`src/rtl/ex_wb_writeback_arbiter.sv`:
```
// Merges EX forwarded write-backs and LSU load responses onto one regfile write port;
// 1-cycle registered write, LSU wins collisions, ALU results park in an in-order buffer with read bypass.
module ex_wb_writeback_arbiter #(
  parameter int DEPTH = 2,
  parameter int AW    = 6,
  parameter int DW    = 32
) (
  input  logic                         clk,
  input  logic                         rst,
  input  logic                         alu_valid_i,
  input  logic                         alu_we_i,
  input  logic [AW-1:0]                alu_waddr_i,
  input  logic [DW-1:0]                alu_wdata_i,
  output logic                         wb_ready_o,
  input  logic                         lsu_valid_i,
  input  logic [AW-1:0]                lsu_waddr_i,
  input  logic [DW-1:0]                lsu_wdata_i,
  output logic                         lsu_block_o,
  output logic                         rf_we_o,
  output logic [AW-1:0]                rf_waddr_o,
  output logic [DW-1:0]                rf_wdata_o,
  input  logic [AW-1:0]                byp_raddr_a_i,
  input  logic [AW-1:0]                byp_raddr_b_i,
  output logic                         byp_hit_a_o,
  output logic                         byp_hit_b_o,
  output logic [DW-1:0]                byp_data_a_o,
  output logic [DW-1:0]                byp_data_b_o,
  output logic [$clog2(DEPTH+1)-1:0]   count_o
);

  localparam int CW = $clog2(DEPTH + 1);
  localparam int PW = (DEPTH > 1) ? $clog2(DEPTH) : 1;
  localparam logic [CW-1:0] FULL_C  = CW'(DEPTH);
  localparam logic [PW-1:0] LAST_C  = PW'(DEPTH - 1);
  localparam logic [PW:0]   DEPTH_W = (PW + 1)'(DEPTH);

  logic [AW-1:0] addr_q [DEPTH];
  logic [DW-1:0] data_q [DEPTH];
  logic [PW-1:0] rd_q, rd_d, wr_q, wr_d;
  logic [CW-1:0] count_q, count_d;
  logic          rf_we_q;
  logic [AW-1:0] rf_waddr_q;
  logic [DW-1:0] rf_wdata_q;

  logic accept, parked, push, pop;

  assign parked      = (count_q != '0);
  assign wb_ready_o  = (count_q < FULL_C);
  assign lsu_block_o = parked;
  assign accept      = alu_valid_i && alu_we_i && wb_ready_o;
  // Once anything is parked, new ALU results must queue behind it to keep program order.
  assign pop         = !lsu_valid_i && parked;
  assign push        = accept && (lsu_valid_i || parked);

  always_comb begin
    rd_d    = rd_q;
    wr_d    = wr_q;
    count_d = count_q;
    if (pop)  rd_d = (rd_q == LAST_C) ? '0 : rd_q + 1'b1;
    if (push) wr_d = (wr_q == LAST_C) ? '0 : wr_q + 1'b1;
    if (push && !pop)      count_d = count_q + 1'b1;
    else if (pop && !push) count_d = count_q - 1'b1;
  end

  always_ff @(posedge clk or posedge rst) begin
    if (rst) begin
      rd_q       <= '0;
      wr_q       <= '0;
      count_q    <= '0;
      rf_we_q    <= 1'b0;
      rf_waddr_q <= '0;
      rf_wdata_q <= '0;
    end else begin
      rd_q    <= rd_d;
      wr_q    <= wr_d;
      count_q <= count_d;
      if (lsu_valid_i) begin
        rf_we_q    <= 1'b1;
        rf_waddr_q <= lsu_waddr_i;
        rf_wdata_q <= lsu_wdata_i;
      end else if (parked) begin
        rf_we_q    <= 1'b1;
        rf_waddr_q <= addr_q[rd_q];
        rf_wdata_q <= data_q[rd_q];
      end else if (accept) begin
        rf_we_q    <= 1'b1;
        rf_waddr_q <= alu_waddr_i;
        rf_wdata_q <= alu_wdata_i;
      end else begin
        rf_we_q    <= 1'b0;
      end
    end
  end

  // Storage is only ever read below count_q, so it needs no reset.
  always_ff @(posedge clk) begin
    if (push) begin
      addr_q[wr_q] <= alu_waddr_i;
      data_q[wr_q] <= alu_wdata_i;
    end
  end

  logic [PW:0] slot_c;

  always_comb begin
    byp_hit_a_o  = 1'b0;
    byp_hit_b_o  = 1'b0;
    byp_data_a_o = '0;
    byp_data_b_o = '0;
    slot_c       = '0;
    // Walk oldest to youngest so the youngest match is the one left standing.
    for (int i = 0; i < DEPTH; i++) begin
      slot_c = {1'b0, rd_q} + (PW + 1)'(i);
      if (slot_c >= DEPTH_W) slot_c = slot_c - DEPTH_W;
      if (CW'(i) < count_q) begin
        if (byp_raddr_a_i != '0 && addr_q[slot_c[PW-1:0]] == byp_raddr_a_i) begin
          byp_hit_a_o  = 1'b1;
          byp_data_a_o = data_q[slot_c[PW-1:0]];
        end
        if (byp_raddr_b_i != '0 && addr_q[slot_c[PW-1:0]] == byp_raddr_b_i) begin
          byp_hit_b_o  = 1'b1;
          byp_data_b_o = data_q[slot_c[PW-1:0]];
        end
      end
    end
  end

  assign rf_we_o    = rf_we_q;
  assign rf_waddr_o = rf_waddr_q;
  assign rf_wdata_o = rf_wdata_q;
  assign count_o    = count_q;

endmodule

```
`config.mk`:
```
export PLATFORM = sky130hd
export DESIGN_NAME = ex_wb_writeback_arbiter
export DESIGN_NICKNAME = d
export VERILOG_FILES = /design/src/rtl/ex_wb_writeback_arbiter.sv
export SDC_FILE = /design/constraint.sdc
export NUM_CORES = 1
export LEC_CHECK = 0
export CORE_MARGIN = 3
export CORE_UTILIZATION = 50
export DETAILED_ROUTE_END_ITERATION = 10
export PLACE_DENSITY = 0.84
export SLEW_MARGIN = 20
export SYNTH_ARGS = -nofsm -noshare
export SYNTH_HDL_FRONTEND = slang
export SYNTH_SLANG_ARGS = --single-unit
```
`constraint.sdc`:
```
create_clock -name clk -period 5.15 [get_ports clk]
set_clock_uncertainty 0.15 [all_clocks]
set_input_delay 1.03 -clock clk [delete_from_list [all_inputs] [get_ports clk]]
set_output_delay 1.03 -clock clk [all_outputs]
set_load 0.02 [all_outputs]
```
==> summary.md <==
| Metric | Value |
|---|---|
| Max_slew headroom | 0.298 |
| Mapped Avg Cell Area | 9.02 µm² |
| Die height | 129 µm |
| Fin crit period | 5.01 ns |
| Max incr delay on CP | 0.66 ns |
| Static leakage | 3.46 nW |
| TritonCTS buffer count | 17 |
| Synth Area in Compound Gates | 0.199 |
| Worst hold stages | 1 |
| Leading area contributor after synthesis | edfxtp_1 |
| Critical path class | input pin to primary output |
| EDFF count, synth | 76 |
| Post-DR wirelength/cell | 19.2 µm |
| Cells on worst reg2reg path | 9 |
| CTS tree | done |
| Largest driver fanout on the critical path | 26 |
| Most used DFF post-synth | edfxtp_1 |
| Required @ worst endpoint | 3.97 ns |
| Initial antenna violation count | 0 |
| Worst Path Buf+Inv | 3 |
| DR pass1 iterations | 5 |
| CORE AREA | 0.0146 mm² |
| Reg clk slew, reported paths | 0.05 ns |
| Worst Path Arrival | 3.83 ns |
| Vias in the first global route | 6559 |
| Post-layout instance area | 0.0102 mm² |
| Cell with the most instances after synthesis | a21oi_1 |
| Layout overhead on the synthesized area | 35.2% |
| Die Area | 0.0166 mm² |
| Pins Over Slew Limit | 0 |
| Post-DP Area | 0.00964 mm² |
| Placement row count | 44 |
| Most frequent cells after synthesis | 118 x a21oi_1, 98 x nand3_1, 76 x edfxtp_1, 71 x nor2_1, 58 x nand2_1 |
| Dpl hpwl | 15700 µm |
| First-pass GRT wire length | 35300 µm |
| MaxCap Viol Count | 0 |
| Worst setup EP type | primary output |
| Synth Area in XOR/XNOR | 0.0325 |
| Input/output buffers | 201 |
| Syn_nets | 932 |
| Post-cts resize count | 0 |
| Layout Nets | 1089 |
| DR vias | 7233 |
| Power per cell area | 530 mW/mm² |
| CP Launch Type | input pin |
| Synth Area in Simple Gates | 0.231 |
| DRT iter0 DRCs | 766 |
| GPL Wtd Cong | 0.880 |
| Largest family of logic cells by synthesized area | simple AND/OR/NAND/NOR gates |
| Share of cells above drive strength 1 | 0.0736 |
| Top cell type's share of synthesized area | 0.303 |
| Instance count on the critical path | 9 |
| Hold Crit Class | register to register |
| H-tree depth | 4 |
| Adder-Cell Fraction of Synth Area | 0.00498 |
| Sequential fraction of the synthesis area | 0.445 |
| Post-route ant nets | 0 |
| Post-Syn Instances | 836 |
| Yosys cell types | 36 |
| Initial core utilization | 0.515 |
| Max frequency | 0.200 GHz |
| Largest net degree at the start of global routing | 108 |
| #FFs+latches synth | 119 |
| WHS | 0.368 ns |
| DP Cell Count | 1158 |
| Die X-Extent | 129 µm |
| CP max stage cell | clkdlybuf4s50_1 |
| Final hold vios | 0 |
| Peak supply drop | 0.457 mV |
| Post-CTS setup buffers | 0 |
| Overall Global Routing Usage | 0.271 |
| Ys async rst share | 0.361 |
| Delay-heaviest family, CP | buffers and inverters |
| Global route overflow | 0 |
| I/O pin total | 202 |
| Setup TNS | 0 ns |
| Fillers | 1130 |
| Detailed Route WL | 22900 µm |
| Ant diodes | 0 |
| DRC viols | 0 |
| Outcome | complete, no violations |
| Sink Count | 119 |
| Cts hold-fix bufs | 0 |
| Yosys warns | 0 |
| Most used cell, CP | clkdlybuf4s50_1 |
| Final setup vio count | 0 |
| Mux contribution to synthesized area | 0.0327 |
| RSZ-0062 raised after global routing | false |
| Top cells by area, synth | edfxtp_1 30%, dfrtp_1 14%, a21oi_1 7.8% |
| Via density | 6.08 |
| Clk buf depth | 2 |
| Fin crit share | 0.973 |
| Root buffer cell | clkbuf_16 |
| Critical-path cell list | clkdlybuf4s50_1, or4_1, nor3_1, nor2_1, nand4_1, buf_12, nand3_1, a32oi_1, clkdlybuf4s50_1 |
| Post-Syn Area | 0.00754 mm² |
| Clock Latency Late Sink | 0.41 ns |
| Fin cells | 1190 |
| Actual slew at the worst max-slew pin | 1.05 ns |
## worst paths after layout
path                               endpoint  slack (ns)             start
setup reg to reg             rf_wdata_o[27]        1.45        count_o[1]
hold reg to reg                        wr_q        0.37              wr_q
setup / recovery           byp_data_b_o[29]        0.14  byp_raddr_b_i[2]
max in group asynchronous              rd_q        3.36               rst
min in group asynchronous    rf_wdata_o[16]        0.82               rst
hold / removal                         wr_q        0.37              wr_q
## kinds of logic after synthesis
| group | after synthesis |
|---|---|
| xor gates and xnor gates | 28 |
| buffers and inverters | 87 |
| and+or+nand+nor | 339 |
| muxes | 23 |
| adders and majority gates | 3 |
| DFF | 119 |
| AOI/OAI and AO/OA | 237 |
## worst reg2reg max path: stages, from the launching register on
cell	delay, ns
dfrtp_1	0.41
inv_1	0.15
ha_2	0.33
buf_4	0.57
inv_1	0.42
nor2_1	0.33
nand2_2	0.57
buf_4	0.46
nor2_1	0.13
a21oi_1	0.06
## registers in the layout, indices dropped and copies added (netlist names)
register and cells:
data_q 64, rf_wdata_o 32, addr_q 12, rf_waddr_o 6, count_o 2, rd_q 1
rf_we_o 1, wr_q 1
## final cells by class
class / count / area [µm²] / area share
multi-input combinational: 630 / 3790 / 0.372
sequential: 119 / 3360 / 0.330
timing repair buffer: 219 / 2230 / 0.219
clock buffer: 19 / 464 / 0.0455
tap: 184 / 230 / 0.0226
clock inverter: 13 / 91.3 / 0.00896
inverter: 6 / 22.5 / 0.00221
## metrics by stage
stage | worst slack, ns | utilization | total power, mW
6_report | 0.139 | 0.696 | 5.41
5_1_grt | 0.0138 | 0.696 | 5.70
4_1_cts | 0.157 | 0.696 | 5.41
3_5_place_dp | 0.150 | 0.658 | 4.28
3_3_place_gp | 0.183 | 0.658 | 4.25
2_1_floorplan | 0.605 | - | 3.14
## report_power, final
group / leakage, nW / internal, mW / switching, mW
logic: 1.99 / 1.22 / 1.63
registers: 1.19 / 1.27 / 0.183
clock network: 0.281 / 0.659 / 0.440
## cell usage in the layout, fill, tap and decap left out, types with 27 or more instances in the layout
master and n:
clkdlybuf4s50_1 200, a21oi_1 118, nand3_1 98, edfxtp_1 76, nor2_1 71, nand2_1 57
a32oi_1 43, dfrtp_1 42, a31oi_1 27
## routing by layer
| layer | GRT usage | share of wire | up-vias |
|---|---|---|---|
| met5 | 0 | 0 | - |
| met4 | 0.0994 | 0.028 | 0 |
| met3 | 0.0602 | 0.080 | 49 |
| met2 | 0.401 | 0.45 | 351 |
| met1 | 0.391 | 0.44 | 3395 |
| li1 | - | - | 3438 |
Note: power is estimated with default switching activity, not from simulation.
